===== config.mk =====
export PLATFORM = sky130hd
export DESIGN_NAME = ir_cmd_decoder_flat
export DESIGN_NICKNAME = d
export VERILOG_FILES = /design/src/rtl/ir_cmd_decoder_if.sv /design/src/rtl/ir_cmd_decoder.sv /design/src/flat_wrapper.sv
export SDC_FILE = /design/constraint.sdc
export NUM_CORES = 1
export LEC_CHECK = 0
export ABC_AREA = 1
export CORE_MARGIN = 3
export CORE_UTILIZATION = 53
export CTS_BUF_LIST = sky130_fd_sc_hd__clkbuf_4 sky130_fd_sc_hd__clkbuf_8
export DETAILED_ROUTE_END_ITERATION = 16
export GPL_TIMING_DRIVEN = 0
export PLACE_DENSITY = 0.78
export SKIP_LAST_GASP = 1
export SLEW_MARGIN = 20
export SYNTH_ARGS = -nofsm -noshare
export SYNTH_HDL_FRONTEND = slang
export SYNTH_SLANG_ARGS = --single-unit

===== constraint.sdc =====
create_clock -name clk -period 4.3 [get_ports clk]
set_input_delay 1.29 -clock clk [delete_from_list [all_inputs] [get_ports clk]]
set_output_delay 1.29 -clock clk [all_outputs]
set_load 0.1 [all_outputs]

===== src/rtl/ir_cmd_decoder_if.sv =====
// Bundles the IR receiver frame input and the key-event valid/ready handshake
// plus the decoder's status outputs.
interface ir_cmd_decoder_if;
    logic        data_ready;
    logic [31:0] ir_data;
    logic [7:0]  cmd_key;
    logic        cmd_press;
    logic        cmd_valid;
    logic        cmd_ready;
    logic        key_active;
    logic [7:0]  held_key;
    logic [7:0]  err_count;
    logic        overflow;

    // master is the decoder; slave is the receiver plus event consumer side.
    modport master (
        input  data_ready, ir_data, cmd_ready,
        output cmd_key, cmd_press, cmd_valid, key_active, held_key, err_count, overflow
    );
    modport slave (
        output data_ready, ir_data, cmd_ready,
        input  cmd_key, cmd_press, cmd_valid, key_active, held_key, err_count, overflow
    );
endinterface


===== src/rtl/ir_cmd_decoder.sv =====
// NEC remote command decoder: validates frames, tracks the held key with a
// hold timer and emits press/release events through a single-entry slot.
module ir_cmd_decoder #(
    parameter logic [15:0] CUSTOM_CODE = 16'h6B86,
    parameter int unsigned HOLD_CYCLES = 6_500_000
) (
    input  logic             clk,
    input  logic             rst,
    ir_cmd_decoder_if.master bus
);
    localparam int unsigned   TW        = $clog2(HOLD_CYCLES) + 1;
    localparam logic [TW-1:0] HOLD_LOAD = TW'(HOLD_CYCLES);

    typedef enum logic [1:0] {
        IDLE  = 2'd0,
        CHECK = 2'd1,
        HOLD  = 2'd2
    } state_e;

    state_e        state_q, state_d;
    logic          from_hold_q, from_hold_d;
    logic          dr_q, dr_d;
    logic [31:0]   frame_q, frame_d;
    logic [TW-1:0] timer_q, timer_d;
    logic [7:0]    held_key_q, held_key_d;
    logic [7:0]    err_count_q, err_count_d;
    logic          pend_press_q, pend_press_d;
    logic          cmd_valid_q, cmd_valid_d;
    logic [7:0]    cmd_key_q, cmd_key_d;
    logic          cmd_press_q, cmd_press_d;
    logic          overflow_q, overflow_d;

    logic          edge_det;
    logic          frame_ok;
    logic [7:0]    frame_key;
    logic          expire;
    logic          stay_hold;
    logic          ev_valid;
    logic [7:0]    ev_key;
    logic          ev_press;

    always_comb begin
        // NOTE: every signal gets a default before any branch so no path infers a latch.
        dr_d         = bus.data_ready;
        edge_det     = bus.data_ready & ~dr_q;
        frame_d      = edge_det ? bus.ir_data : frame_q;
        frame_key    = frame_q[23:16];
        frame_ok     = (frame_q[31:24] == ~frame_q[23:16]) && (frame_q[15:0] == CUSTOM_CODE);
        expire       = (timer_q == TW'(1));
        timer_d      = (timer_q != '0) ? timer_q - TW'(1) : timer_q;
        held_key_d   = held_key_q;
        err_count_d  = err_count_q;
        pend_press_d = 1'b0;
        stay_hold    = 1'b0;
        // The second half of a key change: press of the new (already held) key.
        ev_valid     = pend_press_q;
        ev_key       = held_key_q;
        ev_press     = 1'b1;

        case (state_q)
            HOLD: begin
                stay_hold = ~expire;
                if (expire) begin
                    ev_valid = 1'b1;
                    ev_key   = held_key_q;
                    ev_press = 1'b0;
                end
            end
            CHECK: begin
                if (frame_ok) begin
                    // An accepted frame reloads the timer, so a same-cycle expiry is ignored.
                    stay_hold  = 1'b1;
                    timer_d    = HOLD_LOAD;
                    held_key_d = frame_key;
                    if (!from_hold_q) begin
                        ev_valid = 1'b1;
                        ev_key   = frame_key;
                        ev_press = 1'b1;
                    end else if (frame_key != held_key_q) begin
                        ev_valid     = 1'b1;
                        ev_key       = held_key_q;
                        ev_press     = 1'b0;
                        pend_press_d = 1'b1;
                    end
                end else begin
                    stay_hold = from_hold_q & ~expire;
                    if (err_count_q != 8'hFF) begin
                        err_count_d = err_count_q + 8'd1;
                    end
                    if (from_hold_q && expire) begin
                        ev_valid = 1'b1;
                        ev_key   = held_key_q;
                        ev_press = 1'b0;
                    end
                end
            end
            default: stay_hold = 1'b0;
        endcase

        state_d     = edge_det ? CHECK : (stay_hold ? HOLD : IDLE);
        from_hold_d = stay_hold;

        cmd_valid_d = cmd_valid_q;
        cmd_key_d   = cmd_key_q;
        cmd_press_d = cmd_press_q;
        overflow_d  = overflow_q;
        if (ev_valid) begin
            cmd_valid_d = 1'b1;
            cmd_key_d   = ev_key;
            cmd_press_d = ev_press;
            if (cmd_valid_q && !bus.cmd_ready) begin
                overflow_d = 1'b1;
            end
        end else if (cmd_valid_q && bus.cmd_ready) begin
            cmd_valid_d = 1'b0;
        end
    end

    // NOTE: state registers use non-blocking assignments so every flop samples pre-edge values.
    always_ff @(posedge clk or posedge rst) begin
        if (rst) begin
            state_q      <= IDLE;
            from_hold_q  <= 1'b0;
            dr_q         <= 1'b0;
            frame_q      <= '0;
            timer_q      <= '0;
            held_key_q   <= '0;
            err_count_q  <= '0;
            pend_press_q <= 1'b0;
            cmd_valid_q  <= 1'b0;
            cmd_key_q    <= '0;
            cmd_press_q  <= 1'b0;
            overflow_q   <= 1'b0;
        end else begin
            state_q      <= state_d;
            from_hold_q  <= from_hold_d;
            dr_q         <= dr_d;
            frame_q      <= frame_d;
            timer_q      <= timer_d;
            held_key_q   <= held_key_d;
            err_count_q  <= err_count_d;
            pend_press_q <= pend_press_d;
            cmd_valid_q  <= cmd_valid_d;
            cmd_key_q    <= cmd_key_d;
            cmd_press_q  <= cmd_press_d;
            overflow_q   <= overflow_d;
        end
    end

    assign bus.cmd_valid  = cmd_valid_q;
    assign bus.cmd_key    = cmd_key_q;
    assign bus.cmd_press  = cmd_press_q;
    assign bus.key_active = (state_q == HOLD) || ((state_q == CHECK) && from_hold_q);
    assign bus.held_key   = held_key_q;
    assign bus.err_count  = err_count_q;
    assign bus.overflow   = overflow_q;
endmodule


===== src/flat_wrapper.sv =====
// flat-port wrapper written by rule: the top's interface ports become plain ports
module ir_cmd_decoder_flat 
#(
    parameter logic [15:0] CUSTOM_CODE = 16'h6B86,
    parameter int unsigned HOLD_CYCLES = 6_500_000
)
  (clk, rst, bus_data_ready, bus_ir_data, bus_cmd_ready, bus_cmd_key, bus_cmd_press, bus_cmd_valid, bus_key_active, bus_held_key, bus_err_count, bus_overflow);
  ir_cmd_decoder_if bus_i ();
  input  logic clk;
  input  logic rst;
  input wire logic [$bits(bus_i.data_ready)-1:0] bus_data_ready;
  input wire logic [$bits(bus_i.ir_data)-1:0] bus_ir_data;
  input wire logic [$bits(bus_i.cmd_ready)-1:0] bus_cmd_ready;
  output wire logic [$bits(bus_i.cmd_key)-1:0] bus_cmd_key;
  output wire logic [$bits(bus_i.cmd_press)-1:0] bus_cmd_press;
  output wire logic [$bits(bus_i.cmd_valid)-1:0] bus_cmd_valid;
  output wire logic [$bits(bus_i.key_active)-1:0] bus_key_active;
  output wire logic [$bits(bus_i.held_key)-1:0] bus_held_key;
  output wire logic [$bits(bus_i.err_count)-1:0] bus_err_count;
  output wire logic [$bits(bus_i.overflow)-1:0] bus_overflow;
  assign bus_i.data_ready = bus_data_ready;
  assign bus_i.ir_data = bus_ir_data;
  assign bus_i.cmd_ready = bus_cmd_ready;
  assign bus_cmd_key = bus_i.cmd_key;
  assign bus_cmd_press = bus_i.cmd_press;
  assign bus_cmd_valid = bus_i.cmd_valid;
  assign bus_key_active = bus_i.key_active;
  assign bus_held_key = bus_i.held_key;
  assign bus_err_count = bus_i.err_count;
  assign bus_overflow = bus_i.overflow;
  ir_cmd_decoder #(.CUSTOM_CODE(CUSTOM_CODE), .HOLD_CYCLES(HOLD_CYCLES)) u_core (.clk(clk), .rst(rst), .bus(bus_i));
endmodule

==> reports/metrics.cfg, run 1 <==
[run_status]
status=finished clean

[floorplan]
die_w_um=101
die_area_um2=10300
num_rows=34
core-area_um2=8760
fp.dieH_um=101
start_util_pct=55.0
io-pin-count=64

[worst_setup_path]
end_kind=output pin
critPathArrivalTime_ps=2580
cpMaxStageDelayCell=dlymetal6s2s_1
path_delay_family=buffers and inverters
required_ps=3010
critPathLaunchType=register
critPathMaxStageDelay_ps=780
crit_buf_inv=4
crit_type=reg2out
cp_max_fo=10
cp_cell_sequence=inv_1 -> ha_1 -> buf_2 -> clkinv_1 -> o21bai_1 -> dlymetal6s2s_1

[timing]
finalWorstPathRequiredPeriod_ps=3870
rsz0062_at_grt=false
hold_ws_ps=476
setup_viol=0
skew_ps=12.6
finalCritPeriodShare_pct=90.0
finalSetupTns_ps=0
max_slew.worst_pin.slew_ps=997
hold_viol_final=0
setup_ws_ps=429
max_slew_margin_pct=33.4
slew_viol_final=0
max_freq_mhz=258

[routing]
dr.pass1.iters=5
drc=0
num_vias=4387
wl_um=11400
avgViaCountPerCell=5.18
ant_nets=0
wl_per_cell_um=13.5
drt_iter0_drc=298

[grt]
grt_pass1_vias=4146
grt_max_degree=60
grt_antenna_before_repair=0
grt-ovfl-total=0
grt_pass1_wl_um=19300
grt_use_total_pct=23.5

[logic_synthesis]
synth_edf_count=0
synth-seq-cells=88
syn-num-nets=701
syn_area_per_cell_um2=7.31
synth_top_area_share_pct=45.7
synth_top_area_cell=dfrtp_1
synth_flop_cell=dfrtp_1
synth_cell_type_count=32
ys.warnings.count=0
seq_area_frac_synth_pct=45.7
async_flop_share_pct=100
syn_area_um2=4820
synthTopCellsByArea=dfrtp_1 (46%), nand2_1 (19%), nor2_1 (6.5%)
postSynthCellCount=659

[finish]
final_nets=776
fill_cells=803
syn_to_final_growth_pct=20.6
seq_area_um2=2200
multi_input_area_um2=2290
fin_util_pct=66.3
drive_gt1_share_pct=6.90
n_antenna_cell=0

[power_and_ir_drop]
total_power_w=0.00208
leakagePower_nw=3.06
ir_worst_vdd_uv=367
power_density_nw_per_um2=359

[clock_tree]
clockBufferDepth=2
cts-root-buf=clkbuf_8
clock_latency_ps=360
cts_tree=yes
htreeDepth=3
clkTransAtPathRegs_ps=90
cts.sinks=88
numCtsBuffers=9

[placed_design]
hpwl_um=8660
place_ws_ps=429
place_congestion=0.874
port_buffers=63

[flow_run]
drv_cap=0

[worst_hold_path]
hp-class=reg2reg

[layout make-up]
type,instances,area share [%]
tap,108,2.33
inverter,66,4.31
sequential,88,37.9
clock buffer,11,2.61
multi-input combinational,490,39.5
clock inverter,5,0.711
timing repair buffer,64,11.4
buffer,15,1.29
[placed cells by master (no fill, tap or decap), drive strengths merged, types with 4 or more instances in the layout]
master / instances
nor2: 93
inv: 65
clkbuf: 19
xor2: 11
clkinv: 4
nand3: 45
a21oi: 10
dfrtp: 88
nand2: 249
nand4: 10
clkdlybuf4s50: 62
nor3: 6
o21ai: 40
ha: 6
buf: 8
xnor2: 13
[final timing paths]
check | to | slack [ps] | cells past startpoint | start
min in group asynchronous | u_core.timer_q[9] | 1270 | 2 | rst
worst max register to register | u_core.state_q[1] | 2410 | 8 | u_core.state_q[1]
worst min-delay path | u_core.bus.cmd_key[0] | 480 | 2 | u_core.bus.cmd_key[0]
worst min register to register | u_core.bus.cmd_key[0] | 480 | 2 | u_core.bus.cmd_key[0]
worst max-delay path | bus_key_active | 430 | 6 | u_core.state_q[1]
max in group asynchronous | u_core.bus.err_count[5] | 2430 | 3 | rst
[through the flow]
step / cells / cell area, um^2
6_report: 847 / 5810
5_1_grt: 847 / 5810
3_3_place_gp: 830 / 5580
4_1_cts: 847 / 5800
2_1_floorplan: 659 / 4820
3_5_place_dp: 831 / 5610
[synthesized netlist by cell type, types with 2 or more instances]
cell	n
nand3_2	3
a21oi_1	9
a211oi_1	2
nor2_4	2
nand4_1	9
clkbuf_1	8
nand3b_1	2
nor2_2	7
buf_2	3
inv_2	6
dfrtp_1	88
nand2_2	4
o21ai_0	40
nand3_1	41
ha_1	6
nor3_1	6
nor2_1	83
xnor2_1	13
inv_1	59
and2_1	2
buf_4	2
nand2_1	244
xor2_1	11
[routing by layer]
layer	vias up	global-route usage (%)	part of all wire (%)
li1	2207	-	-
met1	2050	32.9	46
met2	116	38.0	47
met3	14	4.13	4.8
met4	0	6.13	1.4
met5	-	0	0
[worst register-to-register path, delay by kind of cell, from the launching register on]
kind | cells | cell delay, ps
AO/OA/AOI/OAI | 2 | 440
flip-flops | 1 | 390
adder cells (fa/ha/maj) | 1 | 120
AND/OR/NAND/NOR | 2 | 240
buffers and inverters | 3 | 640
[sequential cells by signal, summed over array words and instances (netlist names), 2 cells and up]
register,count
u_core.timer_q,24
u_core.state_q,2
u_core.bus.cmd_key,8
u_core.frame_q,32
u_core.bus.err_count,8
u_core.bus.held_key,8
[timing repair]
item                                    in CTS  in global routing
gates resized for setup                      0                  1
setup buffers                                0                  0
endpoints found under the setup margin       0                  1
hold buffers                                 0                  0
[cell families (layout without fill, tap and decap cells)]
logic type               count (synthesis)  in the layout  synth area share, %
buffers and inverters                   81            161                 6.70
XOR/XNOR                                24             24                 4.36
flip-flops                              88             88                 45.7
AO/OA/AOI/OAI                           53             53                 5.74
adder cells (fa/ha/maj)                  6              6                 1.56
AND/OR/NAND/NOR                        407            407                 35.9
[report_power, final]
part           internal [W]  total, W  switching (W)  leakage [nW]
clock              0.000245  0.000554       0.000310        0.0917
sequential         0.000896  0.000963      0.0000666          1.16
combinational      0.000171  0.000567       0.000396          1.81
(Power assumes the default switching activity.)
==> run 2, diff against run 1 <==
- GPL_ROUTABILITY_DRIVEN: not set -> 0
==> run 2 against run 1 <==
Against the previous run: clock skew down 2.9 ps; global-route usage shrank 0.59 points; largest power group unchanged; via count decreased by 0.71%; sequential share of layout area is essentially flat; core utilization is 0.057 points lower; clock-buffer cell count grew 1; critical endpoint unchanged; final area hardly changed; sequential cell count unchanged; critical path depth unchanged; clock power is 4% higher.
==> reports/metrics.cfg, run 2 (same netlist as run 1, synthesis figures left out) <==
[timing]
finalCritPeriodShare_pct=88.9  ; -1.1 points
skew_ps=9.68  ; -2.88 ps
max_slew.worst_pin.slew_ps=975  ; -21.8 ps
hold_viol_final=0  ; unchanged
max_slew_margin_pct=34.8  ; +1.5 points
finalWorstPathRequiredPeriod_ps=3820  ; -47.9 ps
slew_viol_final=0  ; unchanged
hold_ws_ps=475  ; -0.489 ps
finalSetupTns_ps=0  ; unchanged
max_freq_mhz=262  ; +1.3%
setup_viol=0  ; unchanged
rsz0062_at_grt=false

[clock_tree]
cts-root-buf=clkbuf_8
cts_setup_buffers=0  ; unchanged
clock_latency_ps=350  ; about the same
numCtsBuffers=9  ; unchanged
cts_tree=yes
clockBufferDepth=2  ; unchanged
clkTransAtPathRegs_ps=80  ; about the same
cts.sinks=88  ; unchanged
htreeDepth=3  ; unchanged

[power_and_ir_drop]
pwr-share-clk_pct=27.3  ; +0.7 points
p_int_w=0.00136  ; +3.7%
comb_power_share_pct=27.0  ; -0.2 points
swShare_pct=35.4  ; -1.7 points
seqPwrFrac_pct=45.8  ; -0.4 points
p_sw_w=0.000744  ; -3.7%
leakagePower_nw=3.06  ; +0.14%
power_density_nw_per_um2=363  ; +1.0%
ir_worst_vdd_uv=440  ; +20%

[routing]
avgViaCountPerCell=5.15  ; -0.59%
dr.pass1.iters=5  ; unchanged
num_vias=4356  ; -0.71%
drt_iter0_drc=230  ; -23%
drc=0  ; unchanged
wl_per_cell_um=13.1  ; -3.0%
ant_nets=0  ; unchanged
wl_um=11000  ; -3.1%

[floorplan]
start_util_pct=55.0  ; unchanged
io-pin-count=64  ; unchanged
die_w_um=101  ; unchanged
core-area_um2=8760  ; unchanged
fp.dieH_um=101  ; unchanged
die_area_um2=10300  ; unchanged
num_rows=34  ; unchanged

[finish]
final_cell_mix=nand2_1 (244), dfrtp_1 (88), nor2_1 (83)
largest_reg_flops=32  ; unchanged
n_antenna_cell=0  ; unchanged
seq_area_um2=2200  ; unchanged
fin_util_pct=66.2  ; about the same
final_common_cell=nand2_1
final_nets=776  ; unchanged
fill_cells=760  ; -5.4%
multi_input_area_um2=2290  ; unchanged
reg_top3=u_core.frame_q (32), u_core.timer_q (24)
syn_to_final_growth_pct=20.5  ; about the same
largest-register=u_core.frame_q
drive_gt1_share_pct=6.78  ; -0.13 points

[worst_setup_path]
r2r-start=u_core.state_q[1]
critPathLaunchType=register
required_ps=3010  ; about the same
reg2regPathDepth=10  ; +2
end_kind=output pin
regToRegSetupSlack_ps=2430  ; +20 ps
endpoint=bus_key_active
timing.rr.end=u_core.bus.cmd_press
crit_type=reg2out
crit_start=u_core.state_q[1]
cp_max_fo=10  ; unchanged
critPathArrivalTime_ps=2530  ; -50 ps

[placed_design]
hpwl_um=8440  ; -2.5%
port_buffers=63  ; unchanged

[grt]
grt_max_degree=53  ; -12%
grt_pass1_vias=4223  ; +1.9%
grt-ovfl-total=0  ; unchanged
grt_antenna_before_repair=0  ; unchanged
grt_use_total_pct=22.9  ; -0.59 points
grt_pass1_wl_um=18800  ; -2.6%

[run_status]
status=finished clean

[worst_hold_path]
hp-class=reg2reg

[flow_run]
drv_cap=0  ; unchanged

run 2: changes by cell type in the layout (fill, tap and decap cells not counted):
cell | previous run | this run
buf_12 | 0 | 1
buf_16 | 1 | 0
bufinv_16 | 0 | 1
clkbuf_4 | 0 | 2
clkbuf_8 | 11 | 10
clkinv_2 | 0 | 1
clkinv_4 | 3 | 0
clkinvlp_4 | 2 | 1
run 2: layer usage:
metal	global-route usage (%)	part of all wire, %
met3	3.65	5.2
met4	8.18	1.3
met2	39.0	49
met5	0	0
met1	29.6	45
run 2: area by class of cell:
type | instances | area share [%]
clock buffer | 12 | 2.63
timing repair buffer | 64 | 11.3
multi-input combinational | 490 | 39.5
inverter | 66 | 4.31
sequential | 88 | 38.0
buffer | 15 | 1.29
clock inverter | 3 | 0.733
tap | 108 | 2.33
run 2: through the flow:
step	cells	power, W	cell area [um^2]	worst slack [ps]
floorplan	659	0.00139	4820	576
global placement	830	0.00153	5580	-567
detailed placement	831	0.00155	5600	448
CTS	846	0.00212	5800	54.2
global route	846	0.00221	5800	278
finish	846	0.00210	5800	477
run 2: worst min-delay path by stage:
stage                                startpoint                     to  slack [ps]  cells after the start
after floorplan              u_core.frame_q[13]     u_core.frame_q[13]         440                      2
after global placement      u_core.bus.overflow    u_core.bus.overflow         440                      2
after detailed placement     u_core.frame_q[14]     u_core.frame_q[14]         460                      2
after CTS                    u_core.frame_q[14]     u_core.frame_q[14]         480                      2
after global routing      u_core.bus.cmd_key[0]  u_core.bus.cmd_key[0]         500                      2
final                     u_core.bus.cmd_key[3]  u_core.bus.cmd_key[3]         480                      2
run 2: timing repair:
item,in CTS,in global routing
hold buffers,0,0
gates resized for setup,0,1
setup endpoints to repair,0,1
run 2: power groups by stage:
stage | sequential [W] | combinational, W | clock, W
global route | 0.000973 | 0.000622 | 0.000618
global placement | 0.000974 | 0.000552 | 0
detailed placement | 0.000978 | 0.000570 | 0
finish | 0.000963 | 0.000568 | 0.000574
CTS | 0.000962 | 0.000573 | 0.000581
floorplan | 0.00116 | 0.000228 | 0
run 2: critical path, stage by stage, from the launching register on:
cell and delay [ps]:
dfrtp_1 380, inv_1 50, ha_1 120, buf_2 260, clkinv_1 300, o21bai_1 280, dlymetal6s2s_1 780
